## config.mk

```make
export PLATFORM = sky130hd
export DESIGN_NAME = quiz_gen
export DESIGN_NICKNAME = d
export VERILOG_FILES = /design/src/rtl/quiz_gen.sv
export SDC_FILE = /design/constraint.sdc
export NUM_CORES = 1
export LEC_CHECK = 0
export BUFFER_PORTS_ARGS = -buffer_cell sky130_fd_sc_hd__buf_2
export CAP_MARGIN = 20
export CORE_MARGIN = 4
export CORE_UTILIZATION = 40
export DETAILED_ROUTE_END_ITERATION = 8
export HOLD_SLACK_MARGIN = 0.06
export PLACE_DENSITY = 0.6
export SLEW_MARGIN = 20
export SYNTH_ARGS = -nofsm -noshare
export SYNTH_HDL_FRONTEND = slang
export SYNTH_SLANG_ARGS = --single-unit
```

## constraint.sdc

```tcl
create_clock -name clk -period 3.7 [get_ports clk]
set_input_delay 0.74 -clock clk [delete_from_list [all_inputs] [get_ports clk]]
set_output_delay 0.74 -clock clk [all_outputs]
set_load 0.005 [all_outputs]
```

## src/rtl/quiz_gen.sv

```systemverilog
// quiz_gen: shows a key value for a selected node, randomly swapped for a neighbour, and scores yes/no answers.
// Optional build macro QUIZ_TIMEOUT_EN adds a TIMEOUT_CYC-cycle answer window to the SHOW state.
module quiz_gen #(
  parameter int unsigned W           = 8,
  parameter int unsigned N           = 7,
  parameter int unsigned IDX_W       = 3,
  parameter logic [15:0] SEED        = 16'hACE1,
  parameter int unsigned TIMEOUT_CYC = 250000000
) (
  input  logic             clk,
  input  logic             rst,
  input  logic [N*W-1:0]   all_keys,
  input  logic [IDX_W-1:0] index,
  input  logic             valid,
  input  logic             answer_valid,
  input  logic             answer_yes,
  output logic [W-1:0]     game_value,
  output logic             is_correct,
  output logic             q_valid,
  output logic             result_valid,
  output logic             result_hit,
  output logic             timeout,
  output logic [7:0]       score,
  output logic [3:0]       streak
);

  localparam logic [15:0] LFSR_TAPS = 16'hB400;

  if (N < 2 || N > 16 || (1 << IDX_W) < N || SEED == 16'h0000 || TIMEOUT_CYC == 0) begin : g_bad_params
    $error("quiz_gen: illegal parameter combination");
  end

  typedef enum logic [1:0] {IDLE, GEN, SHOW} state_t;

  state_t           state;
  logic [15:0]      lfsr;
  logic             valid_q;
  logic             armed;
  logic [IDX_W-1:0] idx;

  logic             valid_rise_c;
  logic             index_ok_c;
  logic [15:0]      lfsr_next_c;
  logic [IDX_W-1:0] d_c;
  logic [W-1:0]     key_idx_c;
  logic [W-1:0]     key_d_c;
  logic             judge_c;
  logic             judge_hit_c;
  logic             judge_to_c;

`ifdef QUIZ_TIMEOUT_EN
  localparam int unsigned TC_W = (TIMEOUT_CYC > 1) ? $clog2(TIMEOUT_CYC) : 1;
  logic [TC_W-1:0] tcnt;
`endif

  // A level held high across reset must be seen low once before it can count as an edge.
  assign valid_rise_c = valid & ~valid_q & armed;
  assign index_ok_c   = {1'b0, index} < (IDX_W+1)'(N);
  assign lfsr_next_c  = {1'b0, lfsr[15:1]} ^ (lfsr[0] ? LFSR_TAPS : 16'h0000);

  // Decoy node: lfsr[0] picks real/decoy, lfsr[1] picks next/previous neighbour with wrap.
  always_comb begin
    d_c = idx;
    if (lfsr[0]) begin
      if (!lfsr[1]) d_c = (idx == IDX_W'(N-1)) ? IDX_W'(0) : idx + IDX_W'(1);
      else          d_c = (idx == IDX_W'(0))   ? IDX_W'(N-1) : idx - IDX_W'(1);
    end
  end

  always_comb begin
    key_idx_c = '0;
    key_d_c   = '0;
    for (int unsigned i = 0; i < N; i++) begin
      if (idx == IDX_W'(i)) key_idx_c = all_keys[i*W +: W];
      if (d_c == IDX_W'(i)) key_d_c   = all_keys[i*W +: W];
    end
  end

  // An answer always wins over the window expiring in the same cycle.
  always_comb begin
    judge_c     = 1'b0;
    judge_hit_c = 1'b0;
    judge_to_c  = 1'b0;
    if (state == SHOW) begin
      if (answer_valid) begin
        judge_c     = 1'b1;
        judge_hit_c = (answer_yes == is_correct);
      end
`ifdef QUIZ_TIMEOUT_EN
      else if (valid && tcnt == TC_W'(TIMEOUT_CYC-1)) begin
        judge_c    = 1'b1;
        judge_to_c = 1'b1;
      end
`endif
    end
  end

  always_ff @(posedge clk or posedge rst) begin
    if (rst) begin
      state        <= IDLE;
      lfsr         <= SEED;
      valid_q      <= 1'b0;
      armed        <= 1'b0;
      idx          <= '0;
      game_value   <= '0;
      is_correct   <= 1'b0;
      q_valid      <= 1'b0;
      result_valid <= 1'b0;
      result_hit   <= 1'b0;
      timeout      <= 1'b0;
      score        <= '0;
      streak       <= '0;
`ifdef QUIZ_TIMEOUT_EN
      tcnt         <= '0;
`endif
    end else begin
      lfsr         <= lfsr_next_c;
      valid_q      <= valid;
      if (!valid) armed <= 1'b1;
      result_valid <= 1'b0;
      timeout      <= 1'b0;
      case (state)
        IDLE: begin
          if (valid_rise_c && index_ok_c) begin
            idx   <= index;
            state <= GEN;
          end
        end
        GEN: begin
          game_value <= key_d_c;
          is_correct <= (key_d_c == key_idx_c);
          q_valid    <= 1'b1;
          state      <= SHOW;
`ifdef QUIZ_TIMEOUT_EN
          tcnt       <= '0;
`endif
        end
        SHOW: begin
          if (judge_c) begin
            result_valid <= 1'b1;
            result_hit   <= judge_hit_c;
            timeout      <= judge_to_c;
            if (judge_hit_c) begin
              if (score != 8'hFF) score <= score + 8'd1;
              if (streak != 4'hF) streak <= streak + 4'd1;
            end else begin
              streak <= '0;
            end
            q_valid <= 1'b0;
            state   <= IDLE;
          end else if (!valid) begin
            q_valid <= 1'b0;
            state   <= IDLE;
          end
`ifdef QUIZ_TIMEOUT_EN
          else begin
            tcnt <= tcnt + TC_W'(1);
          end
`endif
        end
        default: state <= IDLE;
      endcase
    end
  end

endmodule

```

; After elaboration in Yosys (flattened, before gate mapping)
; Index checks and enable logic that the tools add are counted.
[word_totals]
ff_bits = 47
elab_cells = 87
[op_classes]
n_addsub = 4
muxes = 34
reduce_logical = 11
bitwise_logic = 4
eq_ne = 21
magnitude_cmp = 1
[op_table]
columns = cell, n
row1 = $mux W8, 14
row2 = $eq A3 B3 Y1 const B, 6
row3 = $mux W16, 1
row4 = $xor A15 B16 Y16, 1
row5 = $eq A3 B2 Y1 const B, 4
row6 = $mux W3, 4
row7 = $add A8 B1 Y8 const B, 1
row8 = $eq A8 B8 Y1, 1
row9 = $mux W1, 8
row10 = $mux W4, 2
row11 = $ne A8 B8 Y1 const B, 1
row12 = $reduce_and A2 Y1, 4
row13 = $eq A3 B1 Y1 const B, 2
row14 = $logic_not A3 Y1, 2
row15 = $mux W2, 3
row16 = $pmux W2 S3, 1
row17 = $add A4 B1 Y4 const B, 1
row18 = $ne A4 B4 Y1 const B, 1
row19 = $reduce_and A4 Y1, 1
row20 = $add A3 B1 Y3 const B, 1
row21 = $lt A3 B3 Y1 const B, 1
row22 = $ne A3 B3 Y1 const B, 1
row23 = $reduce_and A3 Y1, 1
row24 = $sub A3 B1 Y3 const B, 1
row25 = 11 further kinds, 12

; Depth between registers and ports, before layout
; Gate-level depths: netlist of the first run.
[depth]
depth_word = 13
mapped_depth = 13

; Worst setup path after synthesis of the first run
; OpenSTA, ideal clock, no wires.
[synth_path]
path_kind = register to register
start = register idx[0]
end = register is_correct
path_stages_with_launch = 14
slack_ns = 0.767
required_time_ns = 3.633
setup_time_ns = 0.067
t_arrival_ns = 2.866
period_less_slack_ns = 2.933
path_cell_list = dfrtp_1 -> buf_2 -> inv_1 -> ha_1 -> buf_6 -> and2b_4 -> o311a_1 -> buf_6 -> nor2_8 -> a211oi_1 -> o32a_1 -> or3_1 -> a21boi_1 -> a32o_1
[synth_via]
elab_chain_cells = 13
elab_cells_between_ends = 35
[synth_rtl]
columns = element, line
row1 = from (decl), 39  ; logic [IDX_W-1:0] idx;
row2 = from (signal assigned), 125  ; idx <= index;
row3 = "$add A3 B1 Y3, or another cell as far along", 65  ; if (!lfsr[1]) d_c = (idx == IDX_W'(N-1)) ? IDX_W'(0) : idx + IDX_W'(1);
row4 = $mux W3 (on tied branches), "65, 66"
row5 = $mux W3, 65
row6 = $mux W3, 64  ; if (lfsr[0]) begin
row7 = $logic_not A3 Y1, 75  ; if (d_c == IDX_W'(i)) key_d_c = all_keys[i*W +: W];
row8 = $mux W8 (7 in series), 75
row9 = $eq A8 B8 Y1 (*), 131  ; is_correct <= (key_d_c == key_idx_c);
row10 = to (signal assigned), 131
row11 = to (decl), 18  ; output logic is_correct,
; Every way passes the cells marked *; elsewhere a longest branch is shown, timed or not.
; A chain may end at the register's enable or synchronous reset.

; Final worst setup path of the first run
; Ends and elaborated chain as after synthesis.

==> results of run 1 <==
[cell usage after synthesis, drive strengths merged, types with 3 or more instances]
cell type  count  area (sq um)
nand2         46           175
dfrtp         39           976
o21ai         38           190
a21oi         23           115
buf           16           110
mux2i         16           160
inv           13          48.8
nor2          12          63.8
nand3         11          65.1
nor3          11          76.3
clkbuf        10          37.5
xnor2         10          87.6
xor2          10          87.6
dfstp          8           210
ha             8           100
nor2b          8          50.1
a22oi          7          71.3
mux2           7          82.6
a221oi         6          58.8
a31oi          6          43.8
and3b          6          53.8
nand2b         6          37.5
a221o          5          50.1
nand3b         5          37.5
nand4          5          31.3
a211oi         4          35.0
o22a           4          35.0
o31ai          4          30.0
a21boi         3          22.5
and3           3          18.8
nor4           3          18.8
[worst reg2reg max path: stages (launching register included)]
cell	delay, ns
dfrtp_1	0.45
inv_1	0.14
ha_1	0.36
buf_4	0.26
and3b_2	0.25
nor3_2	0.28
mux2_4	0.33
a211o_1	0.31
a31oi_2	0.17
xnor2_1	0.10
nor4_1	0.26
a32o_1	0.21
[report_power, final]
group / switching (mW) / internal [mW] / total [mW]
sequential: 0.0732 / 0.602 / 0.675
combinational: 0.582 / 0.462 / 1.04
clock: 0.177 / 0.201 / 0.378
[flip-flops by register name, indices dropped and copies added (netlist names), 2 cells and up]
signal and cells:
score 8, lfsr 16, game_value 8, streak 4, idx 3, state 2
[metrics by stage]
| stage | total power, mW | util, % | cells | area [sq um] | worst slack (ns) |
|---|---|---|---|---|---|
| after floorplan | 1.41 | - | 389 | 3490 | 0.767 |
| after global placement | 1.72 | 47.8 | 565 | 3990 | 0.630 |
| final | 2.10 | 49.2 | 573 | 4100 | 0.534 |
| after CTS | 2.11 | 49.2 | 573 | 4100 | 0.534 |
| after global routing | 2.26 | 49.2 | 573 | 4100 | 0.384 |
| after detailed placement | 1.73 | 47.8 | 565 | 3990 | 0.560 |
[metal layers]
metal	vias up	track usage, %	part of all wire [%]
met1	1491	26.2	44
li1	1579	-	-
met2	126	32.8	48
met4	0	4.19	1.4
met3	14	3.24	7.0
met5	-	0	0
[kinds of logic (layout without fill, tap and decap cells)]
group                    after synthesis  in the layout
multiplexers                          23             23
other                                  1              1
XOR/XNOR                              20             20
AND/OR/NAND/NOR                      128            128
flip-flops                            47             47
adder cells (fa/ha/maj)                8              8
buffers and inverters                 39            118
AO/OA/AOI/OAI                        123            123
[how the worst max path moves through the flow]
| stage | startpoint | endpoint | slack, ns | depth (start not counted) |
|---|---|---|---|---|
| finish | idx[0] | is_correct | 0.53 | 11 |
| global route | idx[0] | is_correct | 0.38 | 11 |
| CTS | idx[0] | is_correct | 0.53 | 11 |
| detailed placement | idx[0] | is_correct | 0.56 | 11 |
| global placement | idx[0] | is_correct | 0.63 | 11 |
| floorplan | idx[0] | is_correct | 0.77 | 13 |
[cell type report]
cell class	instances	area [sq um]	share of cell area [%]
flip-flops and latches	47	1190	28.9
multi-input cells	303	2110	51.5
well taps	105	131	3.20
repair buffers	97	510	12.4
clock inverters	3	43.8	1.07
inverters	13	48.8	1.19
clock buffers	5	68.8	1.68
==> reports/qor.csv, run 1 <==
stage;metric;value;unit
setup_path;cp_num_buf_inv;2;
setup_path;cp.arrival;3.40;ns
placed_design;port_buffers;87;
layout;n_antenna_cell;0;
sta;drv_slew;0;
setup_path;crit_family;simple AND/OR/NAND/NOR gates;
clocking;cts-root-buf;clkbuf_8;
detailed_routing;drtPass1Iterations;5;
yosys;synth.distinct_cells;75;
layout;mostFrequentLayoutCells;buf_2 (87), nand2_1 (45), dfrtp_1 (39), o21ai_0 (38), a21oi_1 (23);
pwr;irDropWorstVdd;0.220;mV
detailed_routing;ant_nets;0;
global_route;grt_usage;19.4;%
yosys;synth_edf_count;0;
detailed_routing;vias;3210;
run;max-cap-violations;0;
setup_path;r2r_start;idx[0];
clocking;cts_setup_buffers;0;
clocking;holdBufCountCts;0;
layout;mostFrequentLayoutCell;buf_2;
sta;hold_viol_final;0;
clocking;cts_resized;0;
sta;tns;0;ns
pwr;p_leak;1.92;nW
status;status;completed;
global_route;antenna_found_initial;0;
yosys;synth_top_family_by_area;compound AO/OA/AOI/OAI gates;
sta;finalCritPeriodShare;85.6;%
setup_path;regToRegEndpoint;is_correct;
layout;area_growth;17.4;%
sta;rsz0062_at_grt;false;
die;die_area;0.0103;sq mm
die;start_util;41.9;%
global_route;grt_pass1_vias;3207;
detailed_routing;wire_per_inst;17.2;um
global_route;grt_pass1_wl;16000;um
yosys;synthMuxAreaShare;6.95;%
sta;relSlewSlack;35.5;%
yosys;synth.cell_area;0.00349;sq mm
sta;setup_viol;0;
layout;layout.nets;539;
worst_hold_path;hold_end;lfsr[8];
setup_path;crit_required;3.93;ns
worst_hold_path;hold_class;flip-flop to flip-flop;
setup_path;crit_path_end_kind;flip-flop;
global_route;grt_start_max_net_pins;48;
yosys;synthFlopType;dfrtp_1;
yosys;ys_async_sr_fraction;100;%
yosys;avgSynthCellArea;8.98;sq um
die;dieWidth;101;um
sta;hold_ws;0.354;ns
sta;period_needed;3.17;ns
setup_path;critPathKind;flip-flop to flip-flop;
detailed_routing;wl;9840;um
setup_path;cp_slowest_cell;dfrtp_1;
detailed_routing;drt_iter0_markers;187;
worst_hold_path;holdPathStages;0;
clocking;cts.sinks;47;
setup_path;slowest_delay;0.45;ns
setup_path;r2r_slack;0.53;ns
layout;layout-drive-gt1-share;29.7;%
setup_path;reg2reg_depth;11;
setup_path;path_max_fanout;15;
yosys;synthAdderAreaFrac;2.86;%
die;io_pins;89;
clocking;path_clk_slew;0.09;ns
yosys;syn_inst;389;
yosys;synth_compound_area_share;24.8;%
die;die_h;101;um
yosys;synthSimpleGateAreaFrac;20.7;%
detailed_routing;via_per_inst;5.60;
clocking;tritoncts;yes;
die;row_count;33;
layout;n_fill_cell;807;
yosys;syn-num-nets;461;
setup_path;start_kind;flip-flop;
placed_design;dp_hpwl;7620;um
clocking;clockBufferDepth;2;
worst_hold_path;hold_start;lfsr[9];
yosys;ys_ff_latch;47;
sta;fmax;0.316;GHz
placed_design;place.gp.congestion;0.926;
sta;worst_pin_slew;0.966;ns
pwr;powerDensity;511;mW/mm^2
detailed_routing;drc;0;
setup_path;path_cells;inv_1 > ha_1 > buf_4 > and3b_2 > nor3_2 > mux2_4 > a211o_1 > a31oi_2 > xnor2_1 > nor4_1 > a32o_1;
clocking;numCtsBuffers;5;
clocking;cts_max_level;2;
sta;fin_skew;0.0103;ns
clocking;clk_latency;0.30;ns
yosys;ys_warn_count;0;
die;core;0.00834;sq mm
global_route;globalRoute.totalOverflow;0;
yosys;yosysSeqAreaShare;33.9;%
yosys;synthXorXnorAreaFrac;5.01;%
(Power assumes the default switching activity.)
==> run 2, diff against run 1 <==
--- a/config.mk
+++ b/config.mk
@@ -8,10 +8,10 @@
 export BUFFER_PORTS_ARGS = -buffer_cell sky130_fd_sc_hd__buf_2
 export CAP_MARGIN = 20
 export CORE_MARGIN = 4
-export CORE_UTILIZATION = 40
+export CORE_UTILIZATION = 50
 export DETAILED_ROUTE_END_ITERATION = 8
 export HOLD_SLACK_MARGIN = 0.06
-export PLACE_DENSITY = 0.6
+export PLACE_DENSITY = 0.73
 export SLEW_MARGIN = 20
 export SYNTH_ARGS = -nofsm -noshare
 export SYNTH_HDL_FRONTEND = slang
==> run 2 against run 1 <==
  * Worst setup slack lost 0.068 ns
  * Final cell count shrank 1.9%
  * Sequential cell count is the same
  * Largest cell class unchanged
  * Largest power group unchanged
  * Highest routed layer unchanged
==> reports/qor.csv, run 2 (synthesis results as in run 1) <==
stage;metric;value;unit;change
status;status;completed;;unchanged
die;die_h;91.6;um;was 101 um
detailed_routing;drt_iter0_markers;219;;was 187
clocking;cts_setup_buffers;0;;unchanged
setup_path;cp.arrival;3.46;ns;was 3.40 ns
layout;finalNonFillerCells;562;;was 573
sta;hold_viol_final;0;;unchanged
detailed_routing;drtPass1Iterations;5;;unchanged
die;start_util;51.4;%;was 41.9%
setup_path;path_depth;11;;unchanged
run;max-cap-violations;0;;unchanged
setup_path;crit_path_end_kind;flip-flop;;unchanged
sta;finalCritPeriodShare;87.4;%;was 85.6%
sta;fin_ws;0.466;ns;was 0.534 ns
die;die_area;0.00839;sq mm;was 0.0103 sq mm
pwr;p_leak;1.89;nW;was 1.92 nW
clocking;path_clk_slew;0.09;ns;about the same
placed_design;port_buffers;87;;unchanged
layout;layout-drive-gt1-share;29.2;%;was 29.7%
setup_path;slowest_delay;0.45;ns;about the same
die;io_pins;89;;unchanged
layout;area_growth;15.9;%;was 17.4%
detailed_routing;drc;0;;unchanged
global_route;grt_usage;23.1;%;was 19.4%
worst_hold_path;holdPathStages;0;;unchanged
clocking;numCtsBuffers;5;;unchanged
sta;setup_viol;0;;unchanged
clocking;holdBufCountCts;0;;unchanged
sta;rsz0062_at_grt;false;;unchanged
sta;drv_slew;0;;unchanged
setup_path;cp_num_buf_inv;2;;unchanged
detailed_routing;vias;3327;;was 3,210
setup_path;crit_required;3.92;ns;was 3.93 ns
layout;largest_register;lfsr;;unchanged
placed_design;place_inst;554;;was 565
sta;relSlewSlack;38.6;%;was 35.5%
sta;period_needed;3.23;ns;was 3.17 ns
die;dieWidth;91.6;um;was 101 um
sta;fmax;0.309;GHz;was 0.316 GHz
detailed_routing;via_per_inst;5.92;;was 5.60
clocking;clockBufferDepth;2;;unchanged
worst_hold_path;hold_class;flip-flop to flip-flop;;unchanged
clocking;cts-root-buf;clkbuf_8;;unchanged
sta;fin_skew;0.00857;ns;was 0.0103 ns
die;core;0.00679;sq mm;was 0.00834 sq mm
setup_path;path_max_fanout;21;;was 15
clocking;clk_latency;0.29;ns;was 0.30 ns
setup_path;crit_family;compound AO/OA/AOI/OAI gates;;was simple AND/OR/NAND/NOR gates
sta;worst_pin_slew;0.919;ns;was 0.966 ns
layout;layout.nets;537;;was 539
setup_path;path_cells;inv_1 > ha_1 > buf_4 > a211o_1 > a22oi_4 > nand2_1 > o21a_1 > o32a_1 > or3_1 > a21boi_1 > a32o_1;;was inv_1 > ha_1 > buf_4 > and3b_2 > nor3_2 > mux2_4 > a211o_1 > a31oi_2 > xnor2_1 > nor4_1 > a32o_1
global_route;antenna_found_initial;0;;unchanged
setup_path;critPathKind;flip-flop to flip-flop;;unchanged
setup_path;start_kind;flip-flop;;unchanged
clocking;cts_resized;0;;unchanged
pwr;powerDensity;498;mW/mm^2;was 511 mW/mm^2
setup_path;cp_slowest_cell;dfrtp_1;;unchanged
layout;largest_reg_flops;16;;unchanged
layout;n_antenna_cell;0;;unchanged
placed_design;pre_cts_ws;0.511;ns;was 0.560 ns
global_route;globalRoute.totalOverflow;0;;unchanged
clocking;tritoncts;yes;;unchanged
setup_path;reg2reg_depth;11;;unchanged
placed_design;place.gp.congestion;0.994;;was 0.926
clocking;cts_max_level;2;;unchanged
sta;tns;0;ns;unchanged
layout;mostFrequentLayoutCell;buf_2;;unchanged
detailed_routing;ant_nets;0;;unchanged
layout;mostFrequentLayoutCells;buf_2 (87), nand2_1 (45), dfrtp_1 (39), o21ai_0 (38), a21oi_1 (23);;unchanged
placed_design;dp_hpwl;7330;um;was 7620 um
detailed_routing;wl;9580;um;was 9840 um
clocking;cts.sinks;47;;unchanged
detailed_routing;wire_per_inst;17.0;um;was 17.2 um
pwr;irDropWorstVdd;0.327;mV;was 0.220 mV
global_route;grt_start_max_net_pins;48;;unchanged
layout;post-route-util;59.6;%;was 49.2%
global_route;grt_pass1_wl;15900;um;was 16,000 um
global_route;grt_pass1_vias;3214;;was 3,207
die;row_count;30;;was 33
layout;reg_top3;lfsr: 16 flops, game_value: 8 flops, score: 8 flops;;unchanged
run 2: cell count changes in the layout (fill, tap and decap cells not counted):
cell,change
buf_4,-2
bufinv_16,-1
clkbuf_1,+1
run 2: area by class of cell:
type	count	area (sq um)
clock buffers	6	72.6
clock inverters	2	13.8
fillers	640	2750
inverters	13	48.8
multi-input cells	303	2110
flip-flops and latches	47	1190
well taps	96	120
repair buffers	95	495
run 2: final timing paths:
path,start,slack (ns),to
hold reg to reg,lfsr[7],0.36,lfsr[6]
setup / recovery,idx[0],0.47,is_correct
max in group asynchronous,rst,2.48,streak[2]
hold / removal,lfsr[7],0.36,lfsr[6]
setup reg to reg,idx[0],0.47,is_correct
min in group asynchronous,rst,0.65,score[1]
run 2: through the flow:
step	hold WS, ns	total power, mW	area [sq um]
after detailed placement	0.339	1.71	3960
after global routing	0.362	2.17	4050
after floorplan	0.331	1.41	3490
after global placement	0.334	1.69	3960
after CTS	0.361	2.02	4050
final	0.360	2.02	4050
run 2: layer usage:
metal  GRT usage (%)  part of all wire, %
met3            4.97                  8.0
met5               0                    0
met4            5.90                  2.1
met2            37.6                   47
met1            31.2                   42
run 2: power by group:
part	switching (mW)	internal (mW)
combinational	0.588	0.454
clock	0.167	0.134
sequential	0.0725	0.602
total	0.827	1.19
